File: config.mk
export PLATFORM = sky130hd
export DESIGN_NAME = data_ram_sized
export DESIGN_NICKNAME = d
export VERILOG_FILES = /design/src/rtl/data_ram_sized.sv
export SDC_FILE = /design/constraint.sdc
export NUM_CORES = 2
export LEC_CHECK = 0
export ABC_CLOCK_PERIOD_IN_PS = 8140
export CAP_MARGIN = 10
export CORE_MARGIN = 2
export CORE_UTILIZATION = 35
export CTS_CLUSTER_DIAMETER = 30
export DETAILED_ROUTE_END_ITERATION = 10
export GPL_TIMING_DRIVEN = 0
export SYNTH_ARGS = -nofsm -noshare
export SYNTH_HDL_FRONTEND = slang
export SYNTH_SLANG_ARGS = --single-unit
File: constraint.sdc
create_clock -name CLK -period 8.14 [get_ports CLK]
set_input_delay 1.221 -clock CLK [delete_from_list [all_inputs] [get_ports CLK]]
set_output_delay 1.221 -clock CLK [all_outputs]
set_load 0.02 [all_outputs]
File: src/rtl/data_ram_sized.sv
// Byte-addressed data memory: byte/half/word access with sign or zero extension,
// misalignment detection and a word-at-a-time hardware clear sweep.
module data_ram_sized #(
    parameter int ADDR_W         = 8,
    parameter bit BIG_ENDIAN     = 1'b1,
    parameter bit CLEAR_ON_RESET = 1'b1
) (
    input  logic        CLK,
    input  logic        RST,
    input  logic [31:0] addr,
    input  logic        re,
    input  logic        we,
    input  logic [1:0]  size,
    input  logic        sign_ext,
    input  logic [31:0] wdata,
    input  logic        clr,
    output logic [31:0] rdata,
    output logic        misalign,
    output logic        busy
);

    localparam int DEPTH = 1 << ADDR_W;
    localparam int PTR_W = ADDR_W - 2;

    typedef enum logic {
        IDLE  = 1'b0,
        CLEAR = 1'b1
    } state_e;

    state_e             state_q;
    logic [PTR_W-1:0]   ptr_q;
    logic               busy_q;
    logic [7:0]         mem_q [DEPTH];

    logic [ADDR_W-1:0]  byte_addr;
    logic [PTR_W-1:0]   word_addr;
    logic               unused_addr_bits;
    logic [7:0]         lane [4];
    logic [7:0]         rd_byte;
    logic [15:0]        rd_half;
    logic [31:0]        rd_val;
    logic [3:0]         wr_be;
    logic [7:0]         wr_byte [4];
    logic               wr_en;

    // Upper address bits alias onto the array.
    assign byte_addr        = addr[ADDR_W-1:0];
    assign word_addr        = byte_addr[ADDR_W-1:2];
    assign unused_addr_bits = ^addr[31:ADDR_W];

    assign misalign = (re | we) &
                      ((size == 2'b11) ||
                       (size == 2'b01 && byte_addr[0]) ||
                       (size == 2'b10 && byte_addr[1:0] != 2'b00));

    always_comb begin
        for (int k = 0; k < 4; k++) begin
            lane[k] = mem_q[{word_addr, k[1:0]}];
        end
    end

    always_comb begin
        rd_byte = lane[byte_addr[1:0]];
        rd_half = '0;
        rd_val  = '0;
        if (BIG_ENDIAN) begin
            rd_half = {lane[{byte_addr[1], 1'b0}], lane[{byte_addr[1], 1'b1}]};
        end else begin
            rd_half = {lane[{byte_addr[1], 1'b1}], lane[{byte_addr[1], 1'b0}]};
        end
        case (size)
            2'b00: rd_val = sign_ext ? {{24{rd_byte[7]}}, rd_byte} : {24'd0, rd_byte};
            2'b01: rd_val = sign_ext ? {{16{rd_half[15]}}, rd_half} : {16'd0, rd_half};
            2'b10: rd_val = BIG_ENDIAN ? {lane[0], lane[1], lane[2], lane[3]}
                                       : {lane[3], lane[2], lane[1], lane[0]};
            default: rd_val = '0;
        endcase
    end

    assign rdata = (re && !busy_q && !misalign) ? rd_val : 32'd0;

    // Lane enables and data use the same byte ordering as the read path.
    always_comb begin
        wr_be = 4'b0000;
        for (int k = 0; k < 4; k++) begin
            wr_byte[k] = 8'd0;
        end
        case (size)
            2'b00: begin
                wr_be[byte_addr[1:0]]   = 1'b1;
                wr_byte[byte_addr[1:0]] = wdata[7:0];
            end
            2'b01: begin
                wr_be[{byte_addr[1], 1'b0}] = 1'b1;
                wr_be[{byte_addr[1], 1'b1}] = 1'b1;
                if (BIG_ENDIAN) begin
                    wr_byte[{byte_addr[1], 1'b0}] = wdata[15:8];
                    wr_byte[{byte_addr[1], 1'b1}] = wdata[7:0];
                end else begin
                    wr_byte[{byte_addr[1], 1'b0}] = wdata[7:0];
                    wr_byte[{byte_addr[1], 1'b1}] = wdata[15:8];
                end
            end
            2'b10: begin
                wr_be = 4'b1111;
                for (int k = 0; k < 4; k++) begin
                    wr_byte[k] = BIG_ENDIAN ? wdata[31-8*k -: 8] : wdata[8*k +: 8];
                end
            end
            default: wr_be = 4'b0000;
        endcase
    end

    // A clear request in IDLE takes priority over a same-cycle write.
    assign wr_en = we && !busy_q && !misalign && !RST && !clr;

    always_ff @(posedge CLK) begin
        if (!RST && state_q == CLEAR) begin
            for (int k = 0; k < 4; k++) begin
                mem_q[{ptr_q, k[1:0]}] <= 8'd0;
            end
        end else if (wr_en) begin
            for (int k = 0; k < 4; k++) begin
                if (wr_be[k]) begin
                    mem_q[{word_addr, k[1:0]}] <= wr_byte[k];
                end
            end
        end
    end

    always_ff @(posedge CLK) begin
        if (RST) begin
            ptr_q <= '0;
            if (CLEAR_ON_RESET) begin
                state_q <= CLEAR;
                busy_q  <= 1'b1;
            end else begin
                state_q <= IDLE;
                busy_q  <= 1'b0;
            end
        end else begin
            case (state_q)
                IDLE: begin
                    if (clr) begin
                        state_q <= CLEAR;
                        ptr_q   <= '0;
                        busy_q  <= 1'b1;
                    end
                end
                CLEAR: begin
                    ptr_q <= ptr_q + 1'b1;
                    if (ptr_q == '1) begin
                        state_q <= IDLE;
                        busy_q  <= 1'b0;
                    end
                end
                default: begin
                    state_q <= IDLE;
                    busy_q  <= 1'b0;
                end
            endcase
        end
    end

    assign busy = busy_q;

endmodule

# Yosys cells after proc, flatten, opt, wreduce, memory -nomap -nowiden
# Memory sizes are Yosys's and may differ from the RTL's.
# Index checks and enable logic that the tools add are counted.
# word_totals
wordCells	126
ram_bits	2048
output_inout_bits	34
n_memories	1
ff_bits	8
# mem_list
name	words	word_bits	rd	rd_clocked_by_memory_dff	write_ports	line_no	source
mem_q	256	8	4	0	4	33	logic [7:0] mem_q [DEPTH];
# op_classes
n_reduce_logical	28
mux	66
add_sub_neg	1
eq_ne	6
n_bitwise	9
magnitude_cmp	12
# ops
cell	n
$pmux W32 S3	2
$mux W8	17
$mux W32	3
$and A32 B32 Y32	2
$bmux W8 S2	3
$demux W8 S2	3
$bwmux W32	1
$reduce_or A8 Y1	4
$mux W1	29
$logic_and A1 B1 Y1	15
$pmux W4 S3	1
$pmux W6 S2	1
$ge A3 B3 Y1 const B	3
$lt A2 B3 Y1 const B	3
$lt A3 B1 Y1 const B	3
$not A2 Y3	3
$add A6 B1 Y6 const B	1
$eq A6 B6 Y1 const B	1
$ge A2 B1 Y1 const B	3
$mux W6	1
$eq A2 B2 Y1 const B	2
$logic_not A1 Y1	4
$or A3 B4 Y4	1
$pmux W1 S2	2
12 further kinds	14

# Logic depth before layout (Yosys ltp)
# logic_depth
word_depth	14
mapped_depth	16
mapped_depth_nobuf	8

# Least setup slack after synthesis
# OpenSTA, ideal clock, no wires.
# synth_timing
kind	input -> output
from	input addr[3]
to	output rdata[9]
slack_ns	3.063
stages	10
arrival_ns	3.856
required_time_ns	6.919
n_path_buf	5
cell_sequence	buf_4 -> buf_4 -> buf_2 -> clkbuf_1 -> buf_1 -> mux4_2 -> mux4_2 -> a22oi_1 -> nand2_1 -> a221o_1
# synth_via
elab_chain_cells	7
elab_cells_between_ends	11
classes_between	10 x mux; 1 x memory
# synth_lines
element	line_no	source
from (decl)	10	input logic [31:0] addr,
$mem_v2 Z256 W8 (*)	n/a	
$bmux W8 S2, on equally long branches	n/a	
$mux W8, on equally long branches (2 in a row)	67, 63	
$mux W32, on equally long branches	73, 72	
$pmux W32 S3 (*)	71	case (size)
$mux W32 (*)	80	assign rdata = (re && !busy_q && !misalign) ? rd_val : 32'd0;
to (decl)	17	output logic [31:0] rdata,
# Mark *: on every way between the ends. The rest lies on a longest branch, timed or not. The select of a mux whose other input is x is not followed.

# Worst setup path in the final report
# layout_timing
from	input addr[5]
to	output rdata[0]
# The elaborated chain is that of the path after synthesis.

==> results.cfg <==
[run_status]
outcome = finished with violations
failed_checks = capacitance limit, slew limit, setup timing

[pwr]
clockPowerShare_pct = 55.9
switching_share_pct = 21.30
p_int_mw = 22.27
seqPwrFrac_pct = 40.8
p_leak_nw = 36.73
combPwrFrac_pct = 3.4
power_density_nw_per_um2 = 282.3
p_switching_mw = 6.027
irDropWorstVdd_uv = 219.0

[grt]
grt_pass1_wl_um = 370500
grt_overflow = 0
grt_antenna_before_repair = 20
grt_max_degree = 53
track_usage_pct = 23.04
grt_pass1_vias = 44480

[placed_design]
hpwl_um = 188800
gp_congestion = 0.9918
dp_slack_ps = -783.5
portBuffers = 74

[floorplanning]
start_util_pct = 35.24
die_h_um = 485.6
io_pins = 106
die_x_um = 485.6
dieArea_um2 = 235800
core_um2 = 230300
num_rows = 176

[cts]
clk_latency_ps = 980
cts_max_level = 5
clk_pin_slew_ps = 50
root_buffer = clkbuf_16
ctsHoldBuffers = 0
cts_setup_buffers = 0
clock_path_buffers = 4
cts_tree = done
numCtsBuffers = 396
numClockSinks = 2056

[synth]
synth_top_family_by_area = multiplexers
synthMuxAreaShare_pct = 17.24
synth.avg_cell_area_um2 = 21.17
synth_edf_count = 2048
synthAdderAreaFrac_pct = 0.01541
async_reset_ff_share_pct = 0
synth_xor_area_share_pct = 0
syn_nets = 3907
ys_ff_latch = 2056
synth_compound_area_share_pct = 2.389
syn_inst = 3834
synth_flop_cell = edfxtp_1
synthSimpleGateAreaFrac_pct = 2.832
synth.distinct_cells = 56
synth_warnings = 0
syn_area_um2 = 81170
ys_seq_area_share_pct = 75.96

[sta]
min_period_over_period_pct = 101.3
min_period_ps = 8243
max_slew.worst_pin.slew_ps = 1530
finalHoldViolations = 0
fmax_mhz = 121.3
finClkSkew_ps = 67.58
relSlewSlack_pct = -2.226
setup_tns_ps = -915.4
setup_ws_ps = -102.9
rsz0062_at_grt = false
setup_violations = 18
drv_slew = 7

[detailed_routing]
vias = 44900
drcViolationCount = 0
first_pass_iters = 5
ant_nets = 0
wire_per_inst_um = 35.70
drt-initial-drc-count = 6131
wirelength_um = 275100
vias_per_cell = 5.828

[setup_path]
r2r-end = mem_q[27][18]$_DFFE_PP_
crit_required_ps = 6920
crit_chain = buf_2 > nor2b_1 > clkbuf_1 > clkbuf_1 > a22oi_1 > o211ai_1 > o21ai_0 > nor2_1 > mux2i_1 > a21oi_1 > o21ai_0 > buf_4 > clkdlybuf4s50_1
max_stage_delay_ps = 1230
startpoint_type = input pin
reg2reg_slack_ps = 3580
r2r_cells = 7
crit_type = input pin to primary output
slowest_stage = nor2b_1
worstPathArrival_ps = 7020
path_max_fanout = 10
r2r_start = busy$_SDFFE_PP1P_
setup.worst_path.end_class = primary output

[cells_and_area]
area_delta_synth_final_pct = 23.48
drive_gt1_share_pct = 29.75
final_nets = 4447
seq_area_um2 = 61660
multi_input_area_um2 = 18540
utilization_pct = 43.51
fillerInstances = 19660

[hold_path]
holdCritPathClass = flip-flop to flip-flop
min_to = ptr_q[2]$_SDFFE_PP0P_
hp-start = state_q$_SDFF_PP1_
holdPathStages = 2

[flow_run]
drv_cap = 1
power by group through the flow:
stage	sequential (mW)	combinational, mW	clock [mW]
2_1_floorplan	11.7	0.444	0
3_3_place_gp	11.7	0.897	0
3_5_place_dp	11.7	0.931	0
4_1_cts	11.5	0.933	15.9
5_1_grt	11.5	0.955	16.4
6_report	11.5	0.958	15.8
how the worst max path moves through the flow:
stage	start	endpoint	slack, ps	depth (start not counted)
detailed placement	addr[4]	rdata[2]	-780	11
finish	addr[5]	rdata[0]	-100	13
floorplan	addr[3]	rdata[9]	3060	10
global placement	addr[6]	rdata[0]	-1500	12
CTS	addr[5]	rdata[3]	10	14
global route	addr[5]	rdata[4]	30	14
worst max-delay path, delay by kind of cell:
kind                   cells  cell delay (ps)
AOI/OAI and AO/OA          5              830
and+or+nand+nor            2             1830
buffers and inverters      5             2650
muxes                      1              440
synthesized netlist by cell type (5+ instances only):
| library cell | n | area [um2] |
|---|---|---|
| and2_1 | 12 | 75.07 |
| a22oi_1 | 86 | 645.6 |
| a221o_1 | 8 | 80.08 |
| or3_1 | 17 | 106.4 |
| dfxtp_1 | 8 | 160.2 |
| o31ai_1 | 5 | 37.54 |
| a32oi_1 | 10 | 87.58 |
| a22o_1 | 5 | 43.79 |
| buf_4 | 37 | 277.8 |
| a31oi_1 | 9 | 56.30 |
| clkbuf_1 | 103 | 386.6 |
| nor3_1 | 13 | 65.06 |
| edfxtp_1 | 2048 | 61500 |
| nor2_1 | 315 | 1182 |
| mux2i_1 | 159 | 1592 |
| o21ai_0 | 48 | 240.2 |
| nand3_1 | 23 | 115.1 |
| nor2b_1 | 7 | 43.79 |
| o21ai_1 | 6 | 30.03 |
| o22ai_1 | 28 | 175.2 |
| nand2b_1 | 6 | 37.54 |
| a21oi_1 | 27 | 135.1 |
| nand2_1 | 131 | 491.7 |
| buf_1 | 21 | 78.83 |
| buf_6 | 24 | 270.3 |
| buf_2 | 36 | 180.2 |
| o211ai_1 | 16 | 120.1 |
| mux2_2 | 5 | 56.30 |
| and3_1 | 5 | 31.28 |
| inv_1 | 9 | 33.78 |
| mux4_2 | 548 | 12340 |
| nand3b_1 | 5 | 37.54 |
layer usage:
metal  vias up  track usage [%]  wire, um
li1      17290                -         -
met1     24020            28.74    100000
met2      2864            35.47    126000
met3       723            6.819     29470
met4         6            14.00     19420
met5         -           0.1633        88
sequential cells by signal, indices dropped and copies added, names as in the netlist:
signal / flops
busy: 1
state_q: 1
mem_q: 2048
ptr_q: 6
per-stage QoR:
step                      cell area, um2  power [mW]  cells  hold slack [ps]
after global placement             85700       12.62   6934            535.6
after floorplan                    81170       12.17   3834            505.7
after global routing              100200       28.86   7701            626.6
final                             100200       28.30   7705            571.0
after CTS                         100200       28.32   7698            564.2
after detailed placement           87270       12.66   7003            560.5
kinds of logic after synthesis:
logic type | after synthesis
DFF | 2056
muxes | 712
and+or+nand+nor | 550
AOI/OAI and AO/OA | 281
buffers and inverters | 234
adders and majority gates | 1
area by class of cell:
type	instances	area share [%]
Buffer	222	1.256
Tap cell	3026	3.777
Clock inverter	257	2.735
Clock buffer	439	10.14
Timing Repair Buffer	143	2.017
Antenna cell	7	0.01748
Sequential cell	2056	61.52
Inverter	11	0.04120
Multi-Input combinational cell	1544	18.50
cell usage in the layout (no fill, tap or decap), types with 17 or more instances in the layout:
| cell | synthesis | routed |
|---|---|---|
| clkdlybuf4s50_1 | 0 | 74 |
| buf_4 | 37 | 45 |
| buf_6 | 24 | 28 |
| buf_1 | 21 | 17 |
| bufinv_16 | 0 | 49 |
| buf_12 | 1 | 35 |
| mux2i_1 | 159 | 159 |
| nand2_1 | 131 | 131 |
| o21ai_0 | 48 | 46 |
| clkinv_1 | 1 | 65 |
| edfxtp_1 | 2048 | 2048 |
| clkbuf_16 | 0 | 399 |
| a21oi_1 | 27 | 19 |
| clkinvlp_4 | 0 | 39 |
| o22ai_1 | 28 | 28 |
| clkbuf_1 | 103 | 118 |
| buf_2 | 36 | 38 |
| nand3_1 | 23 | 23 |
| nor2_1 | 315 | 297 |
| clkbuf_2 | 0 | 22 |
| or3_1 | 17 | 17 |
| a22oi_1 | 86 | 86 |
| mux4_2 | 548 | 548 |
| inv_6 | 0 | 20 |
| clkinv_4 | 0 | 27 |
| clkinv_2 | 0 | 54 |
repair_timing:
action	4_1_cts	5_1_grt
setup endpoints to repair	13	10
endpoints found under the hold margin	0	0
resized for setup	10	4
No activity file was read; power rests on OpenSTA's default activity.
